### config.mk
export PLATFORM = sky130hd
export DESIGN_NAME = switch_mcu_alu_exec_seq
export DESIGN_NICKNAME = d
export VERILOG_FILES = /design/src/rtl/switch_mcu_alu_exec_seq.sv
export SDC_FILE = /design/constraint.sdc
export NUM_CORES = 1
export LEC_CHECK = 0
export ABC_CLOCK_PERIOD_IN_PS = 6310
export CAP_MARGIN = 20
export CORE_MARGIN = 8
export CORE_UTILIZATION = 45
export DETAILED_ROUTE_END_ITERATION = 16
export HOLD_SLACK_MARGIN = 0.05
export PLACE_DENSITY = 0.76
export SLEW_MARGIN = 20
export SYNTH_ARGS = -nofsm -noshare
export SYNTH_HDL_FRONTEND = slang
export SYNTH_SLANG_ARGS = --single-unit
export TNS_END_PERCENT = 30
### constraint.sdc
create_clock -name in_clk -period 6.31 [get_ports in_clk]
set_input_delay 1.262 -clock in_clk [delete_from_list [all_inputs] [get_ports in_clk]]
set_output_delay 1.262 -clock in_clk [all_outputs]
set_load 0.01 [all_outputs]
### src/rtl/switch_mcu_alu_exec_seq.sv
// switch_mcu_alu_exec_seq: fixed-latency execute sequencer (IDLE->RD->EX->WB) between decode and the regfile
// Ports: in_clk/in_rst (async, active-low); in_valid/out_ready handshake with in_op, in_use_imm, in_imm, in_pc,
//        in_rs1/in_rs2/in_rd; regfile read (out_raddr_*, out_ren_*, in_rdata_*) and write (out_waddr, out_wen,
//        out_wdata); out_done/out_err retire pulses; out_retire_cnt counts error-free retirements.
// SWITCH_MCU_ALU_BYPASS_EN: hold the last written (rd, result) and forward it instead of re-reading that register.
module switch_mcu_alu_exec_seq #(
    parameter int XLEN  = 32,
    parameter int RA_W  = 5,
    parameter int OP_W  = 4,
    parameter int CNT_W = 16
) (
    input  logic             in_clk,
    input  logic             in_rst,
    input  logic             in_valid,
    output logic             out_ready,
    input  logic [OP_W-1:0]  in_op,
    input  logic             in_use_imm,
    input  logic [XLEN-1:0]  in_imm,
    input  logic [XLEN-1:0]  in_pc,
    input  logic [RA_W-1:0]  in_rs1,
    input  logic [RA_W-1:0]  in_rs2,
    input  logic [RA_W-1:0]  in_rd,
    output logic [RA_W-1:0]  out_raddr_1,
    output logic [RA_W-1:0]  out_raddr_2,
    output logic             out_ren_1,
    output logic             out_ren_2,
    input  logic [XLEN-1:0]  in_rdata_1,
    input  logic [XLEN-1:0]  in_rdata_2,
    output logic [RA_W-1:0]  out_waddr,
    output logic             out_wen,
    output logic [XLEN-1:0]  out_wdata,
    output logic             out_done,
    output logic             out_err,
    output logic [CNT_W-1:0] out_retire_cnt
);
    localparam int SHAMT_W = $clog2(XLEN);
    localparam logic [OP_W-1:0] OP_ADD = OP_W'(0), OP_SUB = OP_W'(1), OP_SLL = OP_W'(2), OP_SLT = OP_W'(3),
                                OP_SLTU = OP_W'(4), OP_XOR = OP_W'(5), OP_SRL = OP_W'(6), OP_SRA = OP_W'(7),
                                OP_OR = OP_W'(8), OP_AND = OP_W'(9), OP_LUI = OP_W'(10), OP_AUIPC = OP_W'(11);
    typedef enum logic [1:0] {IDLE, RD, EX, WB} state_t;
    state_t state, state_nxt;
    logic [OP_W-1:0] op_q;
    logic use_imm_q;
    logic [XLEN-1:0] imm_q, pc_q, held_val, a, b, res;
    logic [RA_W-1:0] rd_q;
    logic rd_1_q, rd_2_q, byp_1_q, byp_2_q;
    logic accept, uses_rs, hit_1, hit_2, legal, ren_1_nxt, ren_2_nxt;
    logic [SHAMT_W-1:0] shamt;

    assign accept    = (state == IDLE) && in_valid;
    assign uses_rs   = in_op <= OP_AND;
    assign legal     = op_q <= OP_AUIPC;
    assign ren_1_nxt = uses_rs && in_rs1 != '0 && !hit_1;
    assign ren_2_nxt = uses_rs && !in_use_imm && in_rs2 != '0 && !hit_2;

`ifdef SWITCH_MCU_ALU_BYPASS_EN
    logic [RA_W-1:0] held_rd;
    always_ff @(posedge in_clk or negedge in_rst) begin
        if (!in_rst) begin
            held_rd  <= '0;
            held_val <= '0;
        end else if (state == WB && out_wen) begin
            held_rd  <= out_waddr;
            held_val <= out_wdata;
        end
    end
    // held_rd is never 0 when valid, so a hit implies a non-zero source
    assign hit_1 = held_rd != '0 && in_rs1 == held_rd;
    assign hit_2 = held_rd != '0 && in_rs2 == held_rd;
`else
    assign held_val = '0;
    assign hit_1    = 1'b0;
    assign hit_2    = 1'b0;
`endif

    always_ff @(posedge in_clk or negedge in_rst) begin
        if (!in_rst) state <= IDLE;
        else state <= state_nxt;
    end

    always_comb begin
        state_nxt = state;
        case (state)
            IDLE:    state_nxt = in_valid ? RD : IDLE;
            RD:      state_nxt = EX;
            EX:      state_nxt = WB;
            default: state_nxt = IDLE;
        endcase
    end

    // register 0 and unread sources contribute 0; forwarded sources take the held result
    always_comb begin
        a     = rd_1_q ? in_rdata_1 : (byp_1_q ? held_val : '0);
        b     = use_imm_q ? imm_q : (rd_2_q ? in_rdata_2 : (byp_2_q ? held_val : '0));
        shamt = b[SHAMT_W-1:0];
        res   = '0;
        case (op_q)
            OP_ADD:   res = a + b;
            OP_SUB:   res = a - b;
            OP_SLL:   res = a << shamt;
            OP_SLT:   res = {{(XLEN-1){1'b0}}, $signed(a) < $signed(b)};
            OP_SLTU:  res = {{(XLEN-1){1'b0}}, a < b};
            OP_XOR:   res = a ^ b;
            OP_SRL:   res = a >> shamt;
            OP_SRA:   res = $signed(a) >>> shamt;
            OP_OR:    res = a | b;
            OP_AND:   res = a & b;
            OP_LUI:   res = imm_q;
            OP_AUIPC: res = pc_q + imm_q;
            default:  res = '0;
        endcase
    end

    always_ff @(posedge in_clk or negedge in_rst) begin
        if (!in_rst) begin
            out_ready      <= 1'b1;
            out_ren_1      <= 1'b0;
            out_ren_2      <= 1'b0;
            out_raddr_1    <= '0;
            out_raddr_2    <= '0;
            out_wen        <= 1'b0;
            out_waddr      <= '0;
            out_wdata      <= '0;
            out_done       <= 1'b0;
            out_err        <= 1'b0;
            out_retire_cnt <= '0;
            op_q           <= '0;
            use_imm_q      <= 1'b0;
            imm_q          <= '0;
            pc_q           <= '0;
            rd_q           <= '0;
            rd_1_q         <= 1'b0;
            rd_2_q         <= 1'b0;
            byp_1_q        <= 1'b0;
            byp_2_q        <= 1'b0;
        end else begin
            out_ready   <= state_nxt == IDLE;
            out_ren_1   <= 1'b0;
            out_ren_2   <= 1'b0;
            out_raddr_1 <= '0;
            out_raddr_2 <= '0;
            out_wen     <= 1'b0;
            out_waddr   <= '0;
            out_wdata   <= '0;
            out_done    <= 1'b0;
            out_err     <= 1'b0;
            if (accept) begin
                op_q        <= in_op;
                use_imm_q   <= in_use_imm;
                imm_q       <= in_imm;
                pc_q        <= in_pc;
                rd_q        <= in_rd;
                rd_1_q      <= ren_1_nxt;
                rd_2_q      <= ren_2_nxt;
                byp_1_q     <= uses_rs && hit_1;
                byp_2_q     <= uses_rs && !in_use_imm && hit_2;
                out_ren_1   <= ren_1_nxt;
                out_ren_2   <= ren_2_nxt;
                out_raddr_1 <= in_rs1;
                out_raddr_2 <= in_rs2;
            end
            if (state == EX) begin
                out_wen   <= legal && rd_q != '0;
                out_waddr <= rd_q;
                out_wdata <= res;
                out_done  <= 1'b1;
                out_err   <= !legal;
            end
            if (state == WB && !out_err) out_retire_cnt <= out_retire_cnt + CNT_W'(1);
        end
    end
endmodule
* Word-level counts from Yosys, hierarchy flattened
Index checks and enable logic that the tools add are counted.
** Cells by class
- Eq/ne operators :: 14
- Bitwise operators :: 3
- Add/subtract/negate cells :: 4
- Order comparisons :: 4
- Shifts and indexed selects :: 3
- Reduce and logical (&&, ||, !) cells :: 15
- Muxes and demuxes :: 15
** Operators with widths (count)
- $pmux W32 S12 :: 1
- $mux W32 :: 4
- $add A32 B32 Y32 :: 2
- $lt A32 B32 Y1 :: 2
- $and A32 B32 Y32 :: 1
- $or A32 B32 Y32 :: 1
- $shl A32 B5 Y32 :: 1
- $shr A32 B5 Y32 :: 1
- $sshr A32 B5 Y32 :: 1
- $sub A32 B32 Y32 :: 1
- $xor A32 B32 Y32 :: 1
- $add A16 B1 Y16 const B :: 1
- $eq A4 B3 Y1 const B :: 4
- $eq A4 B4 Y1 const B :: 4
- $mux W5 :: 3
- $reduce_bool A5 Y1 :: 3
- $eq A4 B2 Y1 const B :: 2
- $le A4 B4 Y1 const B :: 2
- $logic_and A1 B1 Y1 :: 6
- $mux W1 :: 6
- $pmux W2 S3 :: 1
- $eq A2 B2 Y1 const B :: 2
- $eq A4 B1 Y1 const B :: 1
- $logic_not A2 Y1 :: 2
- 3 further kinds :: 5
** Storage, ports and cells
- Logic and storage cells :: 77
- Register bits :: 147
- Input port bits :: 151

* Longest topological paths before layout
Gate-level depths: netlist of run 1.
- Depth after elaboration :: 5
- Depth in mapped cells :: 18

* Worst setup path before layout of run 1
No wires, ideal clock.
- Kind :: in2reg
- From :: input port in_rdata_2[2]
- To :: register out_wdata[29]
- Arrival :: 4.517 ns
- Library setup time :: 0.119 ns
- Slack :: 1.674 ns
- Stages on the path :: 17
- Cells stage by stage :: and3b_1 buf_6 nor2_8 buf_4 buf_4 buf_2 buf_2 ha_1 o211a_1 o31a_1 o41ai_2 o21ai_0 a31oi_2 o21ai_0 a211oi_1 o221ai_1 o21a_1
** Between the ends
- Word-level cells in the longest chain between the ends :: 5
- Elaborated cells on any way between the ends :: 9
- Those cells by class :: add/sub: 2; shift: 3; mux: 4
** Ends and longest elaborated chain
- start, declared :: line 28 : input logic [XLEN-1:0] in_rdata_2,
- $mux W32 (*) (2 in a row) :: line 94 : b = use_imm_q ? imm_q : (rd_2_q ? in_rdata_2 : (byp_2_q ? held_val : '0));
- $sub A32 B32 Y32, or another cell as far along :: line 99 : OP_SUB: res = a - b;
- $pmux W32 S12 (*) :: line 97 : case (op_q)
- $mux W32 (*) :: line 162 : if (state == EX) begin
- end signal, assigned :: line 165 : out_wdata <= res;
- end, declared :: line 31 : output logic [XLEN-1:0] out_wdata,
Mark *: on every way between the ends. The rest lies on a longest branch, timed or not.
A chain may end at the register's enable or synchronous reset.

* Worst setup path in the final report of run 1
Ends and elaborated chain as after synthesis.

==> summary.md, run 1 <==
| Metric | Value |
|---|---|
| Ys async rst share | `1.000` |
| Io pins | `220` |
| Syn Std Cell Area | `0.01727 mm²` |
| GRT Util Overall | `0.3983` |
| H-tree lvl count | `4` |
| RSZ-0062 raised after global routing | `no` |
| Part of the cycle the worst path needs | `0.8113` |
| List of most frequent post-synthesis cells | `a21oi_1, nand2_1, nor2_1` |
| Worst-path cell chain | `clkdlybuf4s50_1 > and3b_1 > nor2_8 > ha_1 > nor3_1 > o21ai_0 > a2111oi_2 > o21ai_1 > o21ai_1 > a31oi_1 > xnor2_1 > a32o_1 > o21a_1` |
| Crit-path max cell delay | `0.74 ns` |
| Initial DRT Pass Iterations | `8` |
| Crit Path Max Fanout | `25` |
| Dpl cells | `2,859` |
| Worst Path Buf+Inv | `1` |
| Port Buffer Count | `219` |
| Drt drc | `0` |
| Synth Area in Adders | `0.1114` |
| Fin. max-slew vios | `0` |
| 1st-iter DRT viols | `3,032` |
| Count leader, synth | `a21oi_1` |
| Actual slew at the worst max-slew pin | `1.030 ns` |
| R2R cell count | `11` |
| Critical path depth in cells | `13` |
| Yosys top cell area share | `0.2115` |
| Area share of and/or/nand/nor cells after synthesis | `0.1810` |
| Min cycle time layout | `5.119 ns` |
| Post-Synthesis Cells | `2,222` |
| Worst path slowest cell | `a2111oi_2` |
| Final hold vios | `0` |
| Pin count of the biggest net entering global routing | `79` |
| XOR/XNOR Fraction of Synth Area | `0.03702` |
| Area growth, synth to finish | `18.87%` |
| HP Class | `reg -> reg` |
| Post-CTS Setup Bufs | `0` |
| Vias per inst | `6.903` |
| Register area share after synthesis | `0.2131` |
| Post-synth EDFFs | `0` |
| YS warnings | `0` |
| WL per Instance | `31.70 µm` |
| Final Instance Area | `0.02053 mm²` |
| Worst path required time | `6.65 ns` |
| Max-Cap Viols | `0` |
| Syn avg cell area | `7.772 µm²` |
| Largest family of logic cells by synthesized area | `compound AO/OA/AOI/OAI gates` |
| CP top delay family | `compound AO/OA/AOI/OAI gates` |
| Top achievable clock speed | `195.3 MHz` |
| Vias | `19,964` |
| TNS Setup | `0 ns` |
| Hold endpoint | `out_retire_cnt[15]` |
| Startpoint types | `primary input` |
| Mux contribution to synthesized area | `0.07781` |
| Largest area contributor in the netlist | `dfrtp_1` |
| Post-DP Area | `0.01996 mm²` |
| Vias in the first global route | `19,404` |
| Hold path start | `out_retire_cnt[15]` |
| CTS Hold Bufs | `0` |
| Outcome | `finished clean` |
| Critical Path End Type | `register` |
| Syn Nets | `2,525` |
| Worst slew margin | `0.3111` |
| R2R Setup Slk | `1.68 ns` |
| Synth Area in Compound Gates | `0.3148` |
| Die area | `0.04490 mm²` |
| CP dominant cell by count | `o21ai_1` |
| Initial antenna violation count | `4` |
| Fillcell total | `3,548` |
| Fraction of layout cells with a size suffix above 1 | `0.09748` |
| Row cnt | `71` |
| Grt ovf | `0` |
| Yosys cell types | `96` |
| # clock sinks | `147` |
| R2R Path End | `out_wdata[28]` |
| Top cells by area, synth | `dfrtp_1, ha_1, a21oi_1` |
| Critical path class | `in -> reg` |
| Reg clk slew, reported paths | `0.07 ns` |
| Initial core utilization | `0.4574` |
| Final #Nets | `2,670` |
| Post-CTS Resized | `0` |
| CTS tree | `built` |
| Hold path cells | `1` |
| Arrival time worst endpoint | `5.46 ns` |
| Max clock buf depth | `2` |
| Top FF cell, synth | `dfrtp_1` |
| Number of routed nets with antenna violations | `0` |
| Setup crit start | `in_rdata_2[2]` |
| Core Footprint | `0.03776 mm²` |
| Clock tree root buffer cell | `clkbuf_16` |
| Layout Cells excl Fill | `2,892` |
| Final Skew | `0.01211 ns` |
| WL final | `91.68 mm` |
| Chip height | `211.9 µm` |
| DIE WIDTH | `211.9 µm` |
| Setup violations, final | `0` |
| First-pass GRT wire length | `131.8 mm` |
| Final HPWL DP | `72.72 mm` |
| Clock Latency Late Sink | `0.45 ns` |
| Yosys reg bits | `147` |
| CTS buffer count | `17` |
| Final RePlAce weighted congestion | `1.098` |
| Hold slack | `0.4795 ns` |
| FF-to-FF Start | `rd_1_q` |
==> stage by stage <==
step | setup WS (ns) | util
6_report | 1.191 | 0.5438
5_1_grt | 1.049 | 0.5437
4_1_cts | 1.424 | 0.5437
3_5_place_dp | 0.9378 | 0.5287
3_3_place_gp | 0.9575 | 0.5287
2_1_floorplan | 1.674 | -
==> final cells by class <==
cell class	instances	area, µm²	area share
Timing Repair Buffer	291	2746	0.1338
Antenna cell	1	2.502	0.0001219
Sequential cell	147	3681	0.1793
Clock buffer	19	442.9	0.02157
Inverter	98	372.9	0.01816
Clock inverter	13	121.4	0.005912
Multi-Input combinational cell	1812	12520	0.6100
Tap cell	511	639.4	0.03114
==> metal layers <==
metal	GRT usage	up-vias	wire length (µm)
li1	-	8533	-
met4	0.2509	6	6792
met2	0.5932	1488	38790
met3	0.1001	324	10960
met1	0.5100	9613	35100
met5	0	-	41
==> registers in the layout (all words and copies together), names as in the netlist, 2 cells and up <==
name            cells
out_wdata          32
out_raddr_1         5
rd_q                5
out_retire_cnt     16
out_waddr           5
imm_q              32
pc_q               32
state               2
out_raddr_2         5
op_q                4
==> how the worst max path moves through the flow <==
stage                                to  slack (ns)
final                     out_wdata[29]        1.19
after global routing      out_wdata[19]        1.05
after CTS                 out_wdata[29]        1.42
after detailed placement  out_wdata[29]        0.94
after global placement    out_wdata[27]        0.96
after floorplan           out_wdata[29]        1.67
==> layout by cell type (no fill, tap or decap), types with 14 or more instances in the layout <==
master,instances
a211oi_1,39
a21o_1,32
a21oi_1,205
a221oi_1,29
a22o_1,33
a22oi_1,26
a31oi_1,36
and2_1,35
and3_1,24
buf_4,71
clkbuf_16,17
clkdlybuf4s50_1,218
dfrtp_1,145
ha_1,149
inv_1,93
mux2_2,80
mux2i_1,33
nand2_1,200
nand2b_1,18
nand3_1,49
nand4_1,20
nor2_1,179
nor2b_1,19
nor3_1,62
o211ai_1,54
o21a_1,14
o21ai_0,140
o21bai_1,15
o22ai_1,17
o31ai_1,17
xnor2_1,53
xor2_1,20
==> logic make-up (layout without fill, tap and decap cells) <==
| group | Yosys count | count (layout) |
|---|---|---|
| compound gates | 803 | 803 |
| xor+xnor | 73 | 73 |
| fa+ha+maj | 152 | 152 |
| buf+inv | 263 | 421 |
| flops | 147 | 147 |
| mux | 118 | 118 |
| other cells | 0 | 1 |
| simple gates | 666 | 666 |
Power of run 1 is left out: the tool's default activity adds up to more than one toggle a clock period on the data nets, which glitch-free logic cannot reach.
==> inputs of run 2 (changes only) <==
--- a/config.mk
+++ b/config.mk
@@ -5,7 +5,7 @@
 export SDC_FILE = /design/constraint.sdc
 export NUM_CORES = 1
 export LEC_CHECK = 0
-export ABC_CLOCK_PERIOD_IN_PS = 6310
+export ABC_CLOCK_PERIOD_IN_PS = 4800
 export CAP_MARGIN = 20
 export CORE_MARGIN = 8
 export CORE_UTILIZATION = 45
==> constraint.sdc (replaced) <==
create_clock -name in_clk -period 4.8 [get_ports in_clk]
set_input_delay 0.96 -clock in_clk [delete_from_list [all_inputs] [get_ports in_clk]]
set_output_delay 0.96 -clock in_clk [all_outputs]
set_load 0.01 [all_outputs]
==> summary.md, run 2 (synthesized netlist as in run 1, its figures left out) <==
| Metric | Value |
|---|---|
| WL final | `96.87 mm (+5.7%)` |
| Largest registers | `imm_q x32, out_wdata x32, pc_q x32` |
| HP Class | `reg -> reg` |
| Worst slew margin | `0.09301 (-0.2181)` |
| Vias in the first global route | `20,292 (+4.6%)` |
| Initial antenna violation count | `1 (-3)` |
| CTS tree | `built` |
| RSZ-0062 raised after global routing | `no` |
| Top achievable clock speed | `222.8 MHz` |
| Final RePlAce weighted congestion | `1.110 (+1.1%)` |
| GRT Util Overall | `0.4197 (+0.02138)` |
| Worst-path cell chain | `buf_4 > and2_1 > ha_1 > inv_1 > a21oi_1 > o311ai_0 > o31ai_1 > a21oi_1 > buf_4 > a211oi_2 > buf_4 > o41ai_1 > a41oi_1` |
| Port Buffer Count | `219 (unchanged)` |
| Post-CTS Setup Bufs | `0 (unchanged)` |
| TNS Setup | `0 ns (unchanged)` |
| Final Skew | `0.02478 ns (+0.01266 ns)` |
| Most frequent cells in the layout | `clkdlybuf4s50_1, a21oi_1, nand2_1, buf_4, nor2_1` |
| Initial core utilization | `0.4574 (unchanged)` |
| WL per Instance | `32.17 µm (+1.5%)` |
| Final HPWL DP | `76.86 mm (+5.7%)` |
| Post-CTS Resized | `0 (unchanged)` |
| Clock tree root buffer cell | `clkbuf_16` |
| Vias per inst | `6.885 (-0.26%)` |
| Place WS | `0.1219 ns (-0.8160 ns)` |
| Crit-path max cell delay | `0.71 ns (-0.03 ns)` |
| Reg clk slew, reported paths | `0.07 ns (about the same)` |
| Drt drc | `0 (unchanged)` |
| CTS Hold Bufs | `0 (unchanged)` |
| Crit Path Max Fanout | `18 (-28%)` |
| Vias | `20,731 (+3.8%)` |
| Actual slew at the worst max-slew pin | `1.343 ns (+0.3139 ns)` |
| Fin. max-slew vios | `0 (unchanged)` |
| CP top delay family | `compound AO/OA/AOI/OAI gates` |
| Slack of the critical path | `0.3117 ns (-0.8792 ns)` |
| Die area | `0.04490 mm² (unchanged)` |
| Worst path slowest cell | `dfrtp_1` |
| # clock sinks | `147 (unchanged)` |
| Worst path required time | `5.09 ns (-1.56 ns)` |
| DIE WIDTH | `211.9 µm (unchanged)` |
| Io pins | `220 (unchanged)` |
| Post-DP Area | `0.02084 mm² (+4.4%)` |
| Initial DRT Pass Iterations | `6 (-2)` |
| Most common cell after layout, fill and taps aside | `clkdlybuf4s50_1` |
| Pin count of the biggest net entering global routing | `83 (+5.1%)` |
| Core Footprint | `0.03776 mm² (unchanged)` |
| Setup violations, final | `0 (unchanged)` |
| Number of routed nets with antenna violations | `0 (unchanged)` |
| H-tree lvl count | `4 (unchanged)` |
| Outcome | `finished clean` |
| Row cnt | `71 (unchanged)` |
| Clock Latency Late Sink | `0.48 ns (+0.03 ns)` |
| CP dominant cell by count | `buf_4` |
| Max clock buf depth | `2 (unchanged)` |
| Area growth, synth to finish | `24.05%` |
| Fraction of layout cells with a size suffix above 1 | `0.1390 (+0.04149)` |
| Arrival time worst endpoint | `4.78 ns (-0.68 ns)` |
| Final #Nets | `2,787 (+4.4%)` |
| CTS buffer count | `17 (unchanged)` |
| Final Util | `0.5674 (+0.02366)` |
| Part of the cycle the worst path needs | `0.9351` |
| Startpoint types | `register` |
| Worst Path Buf+Inv | `4 (+3)` |
| Critical path class | `reg -> reg` |
| 1st-iter DRT viols | `3,529 (+16%)` |
| Min cycle time layout | `4.488 ns` |
| Critical Path End Type | `register` |
| First-pass GRT wire length | `138.5 mm (+5.1%)` |
| Final Instance Area | `0.02142 mm² (+4.4%)` |
| Final hold vios | `0 (unchanged)` |
| Chip height | `211.9 µm (unchanged)` |
| Max-Cap Viols | `0 (unchanged)` |
| Grt ovf | `0 (unchanged)` |
[run 2: changes by cell type in the layout (fill, tap and decap cells not counted), sizes merged]
cell,previous run,this run
clkinvlp,3,1
bufinv,0,1
clkbuf,19,18
diode,1,3
buf,73,190
clkinv,5,6
inv,103,104
[run 2: worst paths after layout]
path / from / end / slack, ns / cells past startpoint
worst max register to register: rd_1_q / out_wdata[0] / 0.31 / 13
min in group asynchronous: in_rst / out_retire_cnt[10] / 0.58 / 1
max in group asynchronous: in_rst / imm_q[20] / 3.18 / 2
worst max-delay path: rd_1_q / out_wdata[0] / 0.31 / 13
worst min-delay path: out_retire_cnt[15] / out_retire_cnt[15] / 0.48 / 1
worst min register to register: out_retire_cnt[15] / out_retire_cnt[15] / 0.48 / 1
[run 2: per-stage QoR]
stage / cells / hold slack [ns]
floorplan: 2222 / 0.4725
global placement: 2976 / 0.4612
detailed placement: 2976 / 0.4663
CTS: 3008 / 0.4819
global route: 3008 / 0.5125
finish: 3011 / 0.4826
[run 2: area by class of cell]
class,count,area (µm²)
clock inverter,14,142.6
timing repair buffer,408,3650
clock buffer,18,429.2
multi-input combinational,1812,12500
sequential,147,3681
tap,511,639.4
fill,3551,16330
inverter,98,372.9
antenna,3,7.507
[run 2: routing by layer]
layer / vias up / track usage / share of wire
met5: - / 0 / 0
met1: 9940 / 0.5255 / 0.38
li1: 8764 / - / -
met2: 1641 / 0.6249 / 0.42
met4: 0 / 0.2610 / 0.077
met3: 386 / 0.1270 / 0.13
Power of run 2 is left out for the same reason.
